==> config.mk <==
export PLATFORM = sky130hd
export DESIGN_NAME = load_store_unit
export DESIGN_NICKNAME = d
export VERILOG_FILES = /design/src/rtl/typedefs.sv /design/src/rtl/lsu_lane_align.sv /design/src/rtl/load_store_unit.sv
export SDC_FILE = /design/constraint.sdc
export NUM_CORES = 1
export LEC_CHECK = 0
export CAP_MARGIN = 40
export CORE_MARGIN = 1
export CORE_UTILIZATION = 39
export DETAILED_ROUTE_END_ITERATION = 12
export GPL_ROUTABILITY_DRIVEN = 0
export PLACE_DENSITY = 0.74
export SETUP_SLACK_MARGIN = 0.2
export SYNTH_ARGS = -nofsm -noshare
export SYNTH_HDL_FRONTEND = slang
export SYNTH_HIERARCHICAL = 1
export SYNTH_SLANG_ARGS = --single-unit
==> constraint.sdc <==
create_clock -name clk -period 1.62 [get_ports clk]
set_input_delay 0.486 -clock clk [delete_from_list [all_inputs] [get_ports clk]]
set_output_delay 0.486 -clock clk [all_outputs]
set_load 0.02 [all_outputs]
==> src/rtl/typedefs.sv <==
// Shared types for the load/store path.
// Regfile write tags plus the LSU state encoding.
package typedefs;

   typedef enum logic [1:0] {
      SIZE_B   = 2'd0,
      SIZE_H   = 2'd1,
      SIZE_W   = 2'd2,
      SIZE_BIT = 2'd3
   } RegfileWriteSize;

   typedef enum logic {
      U_EXT = 1'b0,
      S_EXT = 1'b1
   } RegfileWriteExtend;

   typedef enum logic [1:0] {
      LSU_IDLE  = 2'd0,
      LSU_ERR   = 2'd1,
      LSU_ISSUE = 2'd2,
      LSU_WAIT  = 2'd3
   } LsuState_t;

endpackage

==> src/rtl/lsu_lane_align.sv <==
// Byte-lane steering between a 32-bit word bus and
// LSB-aligned register data.
module lsu_lane_align
   import typedefs::*;
(
   input  RegfileWriteSize i_size,
   input  logic            i_store,
   input  logic [1:0]      i_off,
   input  logic [31:0]     i_wdata,
   input  logic [31:0]     i_rdata,
   output logic [31:0]     o_wdata,
   output logic [3:0]      o_byteEn,
   output logic [31:0]     o_rdata
);

   // Store: replicate data into every lane, enable addressed lanes
   always_comb begin
      o_wdata  = 32'h0;
      o_byteEn = 4'b1111;
      if (i_store) begin
         case (i_size)
            SIZE_B: begin
               o_wdata  = {4{i_wdata[7:0]}};
               o_byteEn = 4'b0001 << i_off;
            end
            SIZE_H: begin
               o_wdata  = {2{i_wdata[15:0]}};
               o_byteEn = 4'b0011 << i_off;
            end
            SIZE_W: begin
               o_wdata  = i_wdata;
               o_byteEn = 4'b1111;
            end
            default: begin
               o_wdata  = 32'h0;
               o_byteEn = 4'b0000;
            end
         endcase
      end
   end

   // Load: bring the addressed byte lane down to bit 0
   always_comb begin
      o_rdata = i_rdata >> {i_off, 3'b000};
   end

endmodule

==> src/rtl/load_store_unit.sv <==
// Single-outstanding load/store unit between execute and
// data memory; returns lane-aligned load data to the regfile.
module load_store_unit
   import typedefs::*;
#(
   parameter int TIMEOUT_CYCLES = 255
) (
   input  logic              clk,
   input  logic              resetN,
   input  logic              reqValid,
   output logic              reqReady,
   input  logic              reqStore,
   input  logic [31:0]       reqAddr,
   input  logic [31:0]       reqStoreData,
   input  RegfileWriteSize   reqSize,
   input  RegfileWriteExtend reqExtend,
   input  logic [4:0]        reqRd,
   output logic              busValid,
   input  logic              busReady,
   output logic              busWrite,
   output logic [31:0]       busAddr,
   output logic [31:0]       busWdata,
   output logic [3:0]        busByteEn,
   input  logic              busRvalid,
   input  logic [31:0]       busRdata,
   output logic              rfWrite,
   output logic [4:0]        rfRd,
   output logic [31:0]       rfData,
   output RegfileWriteSize   rfWriteSize,
   output RegfileWriteExtend rfWriteExtend,
   output logic              misaligned,
   output logic              busError
);

   localparam int CW = (TIMEOUT_CYCLES > 1) ? $clog2(TIMEOUT_CYCLES) : 1;
   localparam bit TO_EN = (TIMEOUT_CYCLES != 0);
   localparam logic [CW-1:0] TO_LAST =
      CW'((TIMEOUT_CYCLES == 0) ? 0 : TIMEOUT_CYCLES - 1);

   LsuState_t         r_state;
   LsuState_t         w_next;
   logic              r_store;
   logic [31:0]       r_addr;
   logic [31:0]       r_wdata;
   RegfileWriteSize   r_size;
   RegfileWriteExtend r_ext;
   logic [4:0]        r_rd;
   logic [CW-1:0]     r_cnt;
   logic              r_rfWrite;
   logic [4:0]        r_rfRd;
   logic [31:0]       r_rfData;
   RegfileWriteSize   r_rfSize;
   RegfileWriteExtend r_rfExt;
   logic              r_busError;
   logic              w_illegal;
   logic              w_timeout;
   logic [31:0]       w_wdata;
   logic [3:0]        w_byteEn;
   logic [31:0]       w_rdata;

   lsu_lane_align u_align (
      .i_size   (r_size),
      .i_store  (r_store),
      .i_off    (r_addr[1:0]),
      .i_wdata  (r_wdata),
      .i_rdata  (busRdata),
      .o_wdata  (w_wdata),
      .o_byteEn (w_byteEn),
      .o_rdata  (w_rdata)
   );

   // Misaligned halves/words and bit-size accesses are rejected
   always_comb begin
      w_illegal = (reqSize == SIZE_BIT)
               || (reqSize == SIZE_H && reqAddr[0])
               || (reqSize == SIZE_W && reqAddr[1:0] != 2'b00);
      w_timeout = TO_EN && (r_cnt == TO_LAST);
   end

   // State register
   always_ff @(posedge clk) begin
      if (!resetN) r_state <= LSU_IDLE;
      else         r_state <= w_next;
   end

   // Next state and state-decoded outputs
   always_comb begin
      w_next     = r_state;
      reqReady   = 1'b0;
      busValid   = 1'b0;
      misaligned = 1'b0;
      unique case (r_state)
         LSU_IDLE: begin
            reqReady = 1'b1;
            if (reqValid)
               w_next = w_illegal ? LSU_ERR : LSU_ISSUE;
         end
         LSU_ERR: begin
            misaligned = 1'b1;
            w_next     = LSU_IDLE;
         end
         LSU_ISSUE: begin
            busValid = 1'b1;
            if (busReady)
               w_next = r_store ? LSU_IDLE : LSU_WAIT;
         end
         LSU_WAIT: begin
            if (busRvalid || w_timeout)
               w_next = LSU_IDLE;
         end
      endcase
   end

   // Bus fields are only driven while a request is presented
   always_comb begin
      busWrite  = busValid & r_store;
      busAddr   = busValid ? {r_addr[31:2], 2'b00} : 32'h0;
      busWdata  = busValid ? w_wdata : 32'h0;
      busByteEn = busValid ? w_byteEn : 4'b0000;
   end

   // Request latch, timeout counter and write-back registers
   always_ff @(posedge clk) begin
      if (!resetN) begin
         r_store    <= 1'b0;
         r_addr     <= 32'h0;
         r_wdata    <= 32'h0;
         r_size     <= SIZE_B;
         r_ext      <= U_EXT;
         r_rd       <= 5'd0;
         r_cnt      <= '0;
         r_rfWrite  <= 1'b0;
         r_rfRd     <= 5'd0;
         r_rfData   <= 32'h0;
         r_rfSize   <= SIZE_B;
         r_rfExt    <= U_EXT;
         r_busError <= 1'b0;
      end else begin
         r_rfWrite  <= 1'b0;
         r_busError <= 1'b0;
         if (r_state == LSU_IDLE && reqValid) begin
            r_store <= reqStore;
            r_addr  <= reqAddr;
            r_wdata <= reqStoreData;
            r_size  <= reqSize;
            r_ext   <= reqExtend;
            r_rd    <= reqRd;
         end
         if (r_state == LSU_ISSUE)
            r_cnt <= '0;
         if (r_state == LSU_WAIT) begin
            if (busRvalid) begin
               r_rfWrite <= 1'b1;
               r_rfRd    <= r_rd;
               r_rfData  <= w_rdata;
               r_rfSize  <= r_size;
               r_rfExt   <= r_ext;
            end else begin
               r_cnt <= r_cnt + CW'(1);
               if (w_timeout)
                  r_busError <= 1'b1;
            end
         end
      end
   end

   assign rfWrite       = r_rfWrite;
   assign rfRd          = r_rfRd;
   assign rfData        = r_rfData;
   assign rfWriteSize   = r_rfSize;
   assign rfWriteExtend = r_rfExt;
   assign busError      = r_busError;

endmodule

==> results of run 1 <==
[worst paths after layout]
path,endpoint,from
hold / removal,rfWriteSize[0],rfWriteSize[0]
hold reg to reg,rfWriteSize[0],rfWriteSize[0]
setup reg to reg,r_addr[4],r_state[0]
setup / recovery,busWdata[14],r_size[1]
[cell usage in the layout, fill, tap and decap left out, types with 11 or more instances in the layout]
cell               n
buf_12            23
dfxtp_1          109
buf_6            101
clkdlybuf4s50_1  106
dfxtp_2           12
nor2_1            18
and2_1            13
mux2i_1           46
a21oi_2           44
o21ai_1           14
clkbuf_16         23
a21oi_1           73
and2_4            72
nand2_1          198
nand2_4           30
buf_16            11
buf_4             84
[kinds of logic after synthesis]
family                     synth area share [%]
DFF                                       40.36
and+or+nand+nor                           29.88
buffers and inverters                     6.356
adders and majority gates                0.4035
xor gates and xnor gates                 0.5651
muxes                                     7.748
AOI/OAI and AO/OA                         14.63
other                                   0.06047
[final cells by class]
cell class | instances | share of cell area (%)
flip-flops and latches | 125 | 22.16
inverters | 6 | 0.2846
diodes | 1 | 0.02189
well taps | 211 | 2.310
repair buffers | 346 | 34.11
clock inverters | 15 | 1.697
multi-input cells | 607 | 35.70
clock buffers | 17 | 3.722
[power groups by stage]
stage / registers [mW] / clock network (mW) / logic (mW)
6_report: 3.44 / 4.08 / 3.11
5_1_grt: 3.45 / 4.27 / 3.27
4_1_cts: 3.41 / 4.09 / 2.61
3_5_place_dp: 3.46 / 0 / 1.89
3_3_place_gp: 3.45 / 0 / 1.87
2_1_floorplan: 3.44 / 0 / 1.09
[flip-flops by register name, indices dropped and copies added (netlist names)]
| signal | flops |
|---|---|
| r_rd | 5 |
| r_size | 2 |
| r_ext | 1 |
| r_cnt | 8 |
| busError | 1 |
| rfWriteSize | 2 |
| r_state | 2 |
| r_addr | 32 |
| r_store | 1 |
| rfData | 32 |
| rfWriteExtend | 1 |
| rfWrite | 1 |
| r_wdata | 32 |
| rfRd | 5 |
[through the flow]
step / setup TNS (ps) / instance area (sq um) / worst slack, ps / power, mW / hold slack (ps)
global route: -35960 / 11430 / -708.5 / 10.99 / 469.1
detailed placement: -43020 / 9042 / -589.6 / 5.345 / 442.0
finish: -32830 / 11430 / -717.5 / 10.63 / 453.7
global placement: -41730 / 9042 / -571.3 / 5.325 / 436.5
CTS: -31510 / 10540 / -585.4 / 10.12 / 450.1
floorplan: 0 / 6399 / 62.79 / 4.523 / 431.7
[cell usage after synthesis (all sizes together), types with 9 or more instances]
library cell,instances,area [sq um]
nor2,19,78.82
and2,84,525.5
nand2,235,882.1
a21boi,10,75.07
buf,40,271.5
a21oi,117,585.6
clkbuf,26,100.1
mux2i,48,480.5
o21ai,17,85.08
nand2b,11,71.32
nand3b,9,80.08
dfxtp,125,2502
[what timing repair did]
item / in CTS / in global routing
pin swaps: 29 / 47
resized for setup: 758 / 155
setup buffers: 25 / 24
gates cloned: 13 / 6
setup endpoints to repair: 203 / 197
[critical path: stages (launching register included)]
cell and delay [ps]:
dfxtp_4 400, buf_12 140, buf_16 130, nand4b_1 310, o21ai_2 170, and2_4 170, buf_6 110
[metal layers]
metal / GRT usage, % / up-vias
met2: 46.04 / 330
li1: - / 3269
met1: 33.18 / 3293
met3: 7.763 / 46
met4: 8.374 / 2
met5: 0 / -
==> summary.md, run 1 <==
| Metric | Value |
|---|---|
| Outcome | `finished, violations left` |
| Failing checks | `setup timing` |
| CTS Sinks | `125` |
| Asr flop ratio synth | `0%` |
| First-pass DRT Iterations | `5` |
| Largest net degree at the start of global routing | `49` |
| Clk slew on worst S/H paths | `60 ps` |
| Worst-path maximum fanout | `8` |
| Synth Instances | `802` |
| Clock root buffer | `clkbuf_16` |
| Setup-failing EPs final | `70` |
| Vias/cell | `5.226` |
| Int Pwr | `7.518 mW` |
| Pwr dens | `929.8 nW/um^2` |
| DR top layer | `met5` |
| Post-synth EDFFs | `0` |
| Final Hold Viols | `0` |
| Seq. cell area | `2532 sq um` |
| Arrival @ worst endpoint | `1850 ps` |
| WL met2 | `12.27 mm` |
| Initial Util | `40.34%` |
| I/O pins | `224` |
| Total gr overflow | `0` |
| Clk_skew | `8.318 ps` |
| CTS Hold Buffers Added | `0` |
| Min cycle time layout | `2337 ps` |
| R2r worst-path depth | `9` |
| Area Growth Syn to Fin | `84.32%` |
| Multi-input logic area | `4080 sq um` |
| Critical path type | `reg -> out` |
| CP Launch Type | `flop` |
| Number of remaining DRC errors | `0` |
| Final WL | `24.46 mm` |
| Final Slew Violations | `0` |
| # nets final | `1215` |
| Sw Ratio | `29.25%` |
| Final core occ | `74.36%` |
| Combinational Power Share | `29.3%` |
| Rows | `45` |
| Synthesis-stage register bit count | `125` |
| Worst path required time | `1130 ps` |
| Initial DRC count | `570` |
| DP Wirelength | `13.22 mm` |
| Post-synthesis sequential area ratio | `40.36%` |
| Die Ht | `128.1 microns` |
| Hold Path Class | `reg -> reg` |
| Part of the power in the clock network | `38.4%` |
| Wl on met1 | `9.655 mm` |
| Latest clock arrival within the worst-skew pair | `430 ps` |
| Final Non-Filler Cells | `1328` |
| Final worst-path cycle share | `144.3%` |
| Dpl cells | `1227` |
| Core area | `15370 sq um` |
| Switching pwr | `3.109 mW` |
| Maximum capacitance violations | `0` |
| Global-route wire length before repair | `34.18 mm` |
| Inserted Clock Buffers | `17` |
| Clock Path Buffers | `2` |
| Sequential Power Share | `32.3%` |
| Die width | `128.1 microns` |
| RSZ-0062 raised after global routing | `yes` |
| Vias | `6940` |
| Worst Slack Setup Final | `-717.5 ps` |
| Antenna violations before repair | `2` |
| Syn. warnings | `6` |
| Hold Path Stages | `2` |
| Netlist Area Pre-Place | `6201 sq um` |
| GRT Util Overall | `27.16%` |
| Average size of a mapped cell | `7.732 sq um` |
| Ys flop type | `dfxtp_1` |
| Antenna Nets Post-Route | `0` |
| Worst IR drop on VDD | `0.7634 mV` |
| Post-synth cell types | `47` |
| Number of filler cells placed in the layout | `1045` |
| Flop2flop setup slack | `30 ps` |
| Static Leak | `4.606 nW` |
| H-tree depth | `4` |
| Layout cells sized above 1 | `42.47%` |
| Avg WL per Cell | `18.42 microns` |
| Vias in the first global route | `6365` |
| IO buf count | `221` |
| F_max | `0.4278 GHz` |
| Die ar. | `16410 sq um` |
| CTS tree | `built` |
| Met3 wire length | `1.990 mm` |
| Setup crit end kind | `output pin` |
(Power assumes the default switching activity.)
==> inputs of run 2 (changes only) <==
Settings changed: CAP_MARGIN 40 to not set, PLACE_DENSITY 0.74 to 0.71.
Clock period 1.62 ns to 2.85 ns, I/O delays scaled along.
==> run 2 against run 1 <==
  * The flow now finishes without violations
  * Register-to-register slack improved by 820 ps
  * Clock skew about the same
  * Critical path depth decreased by 1
  * Highest routed layer is now met4
==> summary.md, run 2 (synthesis gave the netlist of run 1 again) <==
| Metric | Value |
|---|---|
| Arrival @ worst endpoint | `1730 ps` |
| CP delay by family, top | `buffers and inverters` |
| Initial Util | `40.34%` |
| Setup-failing EPs final | `0` |
| F_max | `0.3874 GHz` |
| Layout cells sized above 1 | `11.88%` |
| CP cell instances | `nand2b_2 -> inv_6 -> buf_12 -> and2_1 -> clkdlybuf4s15_1` |
| Maximum capacitance violations | `0` |
| Die width | `128.1 microns` |
| CP Launch Type | `flop` |
| Critical path type | `reg -> out` |
| # nets final | `1113` |
| Setup_tns | `0 ps` |
| Worst IR drop on VDD | `0.4413 mV` |
| Largest net degree at the start of global routing | `51` |
| Clk_skew | `8.572 ps` |
| Clock Path Buffers | `2` |
| IO buf count | `221` |
| Worst path max stage delay | `310 ps` |
| Final Slew Violations | `0` |
| Area Growth Syn to Fin | `43.24%` |
| Clock root buffer | `clkbuf_16` |
| Stages on worst setup path | `5` |
| Worst path required time | `2000 ps` |
| First-pass DRT Iterations | `6` |
| Worst-path maximum fanout | `37` |
| Hold Path Class | `reg -> reg` |
| Antenna violations before repair | `1` |
| Vias | `5974` |
| R2r worst-path depth | `5` |
| Final Hold Viols | `0` |
| RSZ-0062 raised after global routing | `yes` |
| Commonest non-fill, non-tap cell in the layout | `nand2_1` |
| I/O pins | `224` |
| Antenna Nets Post-Route | `0` |
| Initial DRC count | `322` |
| Pwr dens | `534.2 nW/um^2` |
| Inserted Clock Buffers | `17` |
| Die Ht | `128.1 microns` |
| Vias in the first global route | `5442` |
| Final worst-path cycle share | `90.58%` |
| Setup crit end kind | `output pin` |
| Overall Power | `4.745 mW` |
| Rel. slew slack | `51.15%` |
| Die ar. | `16410 sq um` |
| CTS Sinks | `125` |
| DP Wirelength | `12.81 mm` |
| Hold_sp | `r_addr[29]` |
| Worst r2r src | `r_addr[0]` |
| Final core occ | `57.79%` |
| Final WL | `18.54 mm` |
| GRT Util Overall | `22.52%` |
| Core area | `15370 sq um` |
| Latest clock arrival within the worst-skew pair | `410 ps` |
| Static Leak | `3.345 nW` |
| Crit-path slowest cell | `dfxtp_1` |
| Number of remaining DRC errors | `0` |
| Least-Margin Pin Slew | `731.2 ps` |
| Avg WL per Cell | `15.17 microns` |
| CTS Hold Buffers Added | `0` |
| Rows | `45` |
| H-tree depth | `4` |
| Hold Path Stages | `2` |
| Min cycle time layout | `2581 ps` |
| Crit. Startpoint | `r_state[0]` |
| Vias/cell | `4.889` |
| Total gr overflow | `0` |
| Global-route wire length before repair | `28.63 mm` |
| Outcome | `finished clean` |
| Clk slew on worst S/H paths | `50 ps` |
| Most frequent cells in the layout | `nand2_1 (234), clkdlybuf4s50_1 (153), dfxtp_1 (122)` |
| CTS tree | `built` |
| Crit path buffers/inverters | `3` |
==> run 2: path summary, 6_finish.rpt <==
path	to	slack, ps
setup / recovery	busAddr[27]	270
hold reg to reg	r_addr[29]	450
setup reg to reg	rfData[10]	850
hold / removal	r_addr[29]	450
==> run 2: worst reg2reg max path, cell delays in order, from the launching register on <==
cell and delay, ps:
dfxtp_1 400, buf_4 380, nor2b_1 670, o2bb2ai_1 250, nand2_1 100, a21oi_1 130
==> run 2: area by class of cell <==
cell class / instances / area [sq um]
fillers: 1524 / 6489
multi-input cells: 606 / 3352
flip-flops and latches: 125 / 2509
repair buffers: 245 / 2235
clock buffers: 25 / 475.5
well taps: 211 / 264.0
inverters: 6 / 30.03
clock inverters: 3 / 15.01
diodes: 1 / 2.502
==> run 2: through the flow <==
stage	std cells	setup WS (ps)	hold WS, ps	instance area [sq um]
2_1_floorplan	803	721.0	431.7	6205
3_3_place_gp	1190	215.4	436.3	8574
3_5_place_dp	1190	184.1	442.1	8574
4_1_cts	1221	159.0	449.6	9082
5_1_grt	1221	122.9	462.5	8880
6_report	1222	268.5	447.5	8882
==> run 2: timing repair <==
action,in CTS,in global routing
pin swaps,0,1
setup buffers,2,0
resized for setup,147,64
endpoints found under the setup margin,68,47
cloned,1,0
==> run 2: metal layers <==
layer  share of wire [%]  vias to the layer above  track usage [%]
li1                    -                     3046                -
met1                  47                     2731            29.70
met2                  46                      177            34.97
met3                 5.5                       20            6.219
met4                 2.0                        0            8.443
met5                   0                        -                0
==> run 2: power breakdown <==
part           leakage (nW)  switching, mW  internal (mW)
Sequential             1.02         0.0754           1.86
Clock                 0.243          0.712           1.13
Combinational          2.08          0.526          0.444
==> inputs of run 3 (changes only) <==
Clock period 2.85 ns to 3.2 ns, I/O delays scaled along.
==> run 3 against run 2 <==
  * Clock power rose by 3%
  * Die area did not move
  * Final cell count did not move
  * Sequential share of layout area fell by 1.0 points
  * Count of clock-buffer cells in the layout fell by 4
  * First-iteration DRC count rose by 5.3%
  * Global-route usage rose by 0.14 points
==> summary.md, run 3 (synthesis gave the netlist of run 1 again) <==
| Metric | Value |
|---|---|
| CP Launch Type | `flop` |
| CTS tree | `built` |
| Switching pwr | `1.197 mW` |
| Hold_sp | `r_addr[3]` |
| DP Wirelength | `12.93 mm` |
| Worst path required time | `2240 ps` |
| Worst Slack Setup Final | `184.5 ps` |
| Clk_skew | `6.427 ps` |
| Layout cells sized above 1 | `6.627%` |
| Core area | `15370 sq um` |
| Vias in the first global route | `5650` |
| Latest clock arrival within the worst-skew pair | `420 ps` |
| Clock root buffer | `clkbuf_16` |
| Die ar. | `16410 sq um` |
| Pwr dens | `483.0 nW/um^2` |
| Setup-failing EPs final | `0` |
| Reg-to-Reg End | `rfData[10]` |
| Part of the power in the clock network | `42.6%` |
| CTS Hold Buffers Added | `0` |
| Arrival @ worst endpoint | `2060 ps` |
| Final Hold Viols | `0` |
| Setup crit end kind | `output pin` |
| H-tree depth | `4` |
| Avg WL per Cell | `15.22 microns` |
| Area Growth Syn to Fin | `48.73%` |
| Hold path endpoint | `r_addr[3]` |
| Sequential Power Share | `38.9%` |
| Setup_tns | `0 ps` |
| Final core occ | `60.00%` |
| Number of remaining DRC errors | `0` |
| Global-route wire length before repair | `29.19 mm` |
| Worst-path maximum fanout | `68` |
| Final worst-path cycle share | `94.23%` |
| Inserted Clock Buffers | `17` |
| R2r worst-path depth | `5` |
| Clk slew on worst S/H paths | `50 ps` |
| CTS Sinks | `125` |
| Final WL | `18.60 mm` |
| Total gr overflow | `0` |
| Hold Path Stages | `2` |
| Largest net degree at the start of global routing | `69` |
| Initial DRC count | `339` |
| Ant. Diodes | `0` |
| Number of filler cells placed in the layout | `1433` |
| Sw Ratio | `26.87%` |
| Pre-CTS WS | `338.7 ps` |
| Worst IR drop on VDD | `0.3689 mV` |
| GRT Util Overall | `22.66%` |
| RSZ-0062 raised after global routing | `yes` |
| CP cell instances | `nand2b_4 -> inv_2 -> buf_12 -> and2_1 -> clkdlybuf4s50_1` |
| Commonest non-fill, non-tap cell in the layout | `nand2_1` |
| Outcome | `finished clean` |
| Die width | `128.1 microns` |
| Least-Margin Pin Slew | `693.1 ps` |
| Crit path buffers/inverters | `3` |
| Min cycle time layout | `3015 ps` |
| Final Slew Violations | `0` |
| I/O pins | `224` |
| Crit-path slowest cell | `clkdlybuf4s50_1` |
| Maximum capacitance violations | `0` |
| CP delay by family, top | `buffers and inverters` |
| Antenna Nets Post-Route | `0` |
| Worst path max stage delay | `600 ps` |
| Int Pwr | `3.258 mW` |
| Worst r2r src | `r_addr[0]` |
| First-pass DRT Iterations | `5` |
| Die Ht | `128.1 microns` |
| Vias | `6021` |
| F_max | `0.3316 GHz` |
| Initial Util | `40.34%` |
| Rel. slew slack | `53.70%` |
| Critical path type | `reg -> out` |
| IO buf count | `221` |
| Combinational Power Share | `18.5%` |
| Flop2flop setup slack | `1270 ps` |
| Clock Path Buffers | `2` |
| # nets final | `1112` |
| Vias/cell | `4.927` |
| Rows | `45` |
| Antenna violations before repair | `0` |
| Most frequent cells in the layout | `nand2_1 (234), clkdlybuf4s50_1 (155), dfxtp_1 (121)` |
| Static Leak | `4.129 nW` |
| Hold Path Class | `reg -> reg` |
==> run 3: changes by cell type in the layout (fill, tap and decap cells not counted), sizes merged, moves of 2 or more <==
cell / previous run / this run
buf: 37 / 23
bufinv: 0 / 3
clkbuf: 65 / 21
clkdlybuf4s50: 153 / 155
clkinv: 3 / 6
dlygate4sd2: 13 / 22
dlymetal6s2s: 0 / 44
==> run 3: final cells by class <==
class	instances	area, sq um	area share, %
multi-input combinational	606	3336	36.17
clock inverter	9	120.1	1.302
tap	211	264.0	2.863
clock buffer	21	450.4	4.884
inverter	6	25.02	0.2713
sequential	125	2510	27.21
timing repair buffer	244	2517	27.30
==> run 3: worst min-delay path, delay by kind of cell, from the launching register on <==
kind / cells / cell delay, ps
flip-flops: 1 / 300
AND/OR/NAND/NOR: 1 / 50
AO/OA/AOI/OAI: 1 / 50
==> run 3: worst max path at each step <==
stage / cells after the start / from / endpoint
2_1_floorplan: 6 / r_state[0] / busWdata[10]
3_3_place_gp: 5 / r_size[1] / busWdata[30]
3_5_place_dp: 5 / r_size[1] / busWdata[20]
4_1_cts: 5 / r_state[0] / busWdata[24]
5_1_grt: 5 / r_state[0] / busWdata[13]
6_report: 5 / r_state[0] / busWdata[0]
==> run 3: through the flow <==
stage	hold slack, ps	area [sq um]	power [mW]	std cells
finish	449.6	9223	4.455	1222
global route	468.6	9223	4.655	1222
CTS	450.2	9057	4.480	1218
detailed placement	442.6	8509	2.583	1188
global placement	436.8	8509	2.577	1188
floorplan	431.7	6205	2.249	803
==> run 3: layer usage <==
layer  global-route usage, %  up-vias  share of wire (%)
met4                   8.304        0                1.9
met3                   5.259       23                5.4
met1                   30.59     2781                 47
met5                       0        -                  0
li1                        -     3039                  -
met2                   35.17      178                 46
==> run 3: timing repair <==
| action | in CTS | in global routing |
|---|---|---|
| buffers inserted | 0 | 4 |
| setup endpoints to repair | 68 | 67 |
| gates resized for setup | 26 | 53 |
==> run 3: power groups by stage <==
stage / clock network (mW) / logic [mW] / registers [mW]
2_1_floorplan: 0 / 0.511 / 1.74
4_1_cts: 1.93 / 0.816 / 1.73
6_report: 1.90 / 0.823 / 1.73
5_1_grt: 2.01 / 0.902 / 1.74
3_3_place_gp: 0 / 0.816 / 1.76
3_5_place_dp: 0 / 0.819 / 1.76
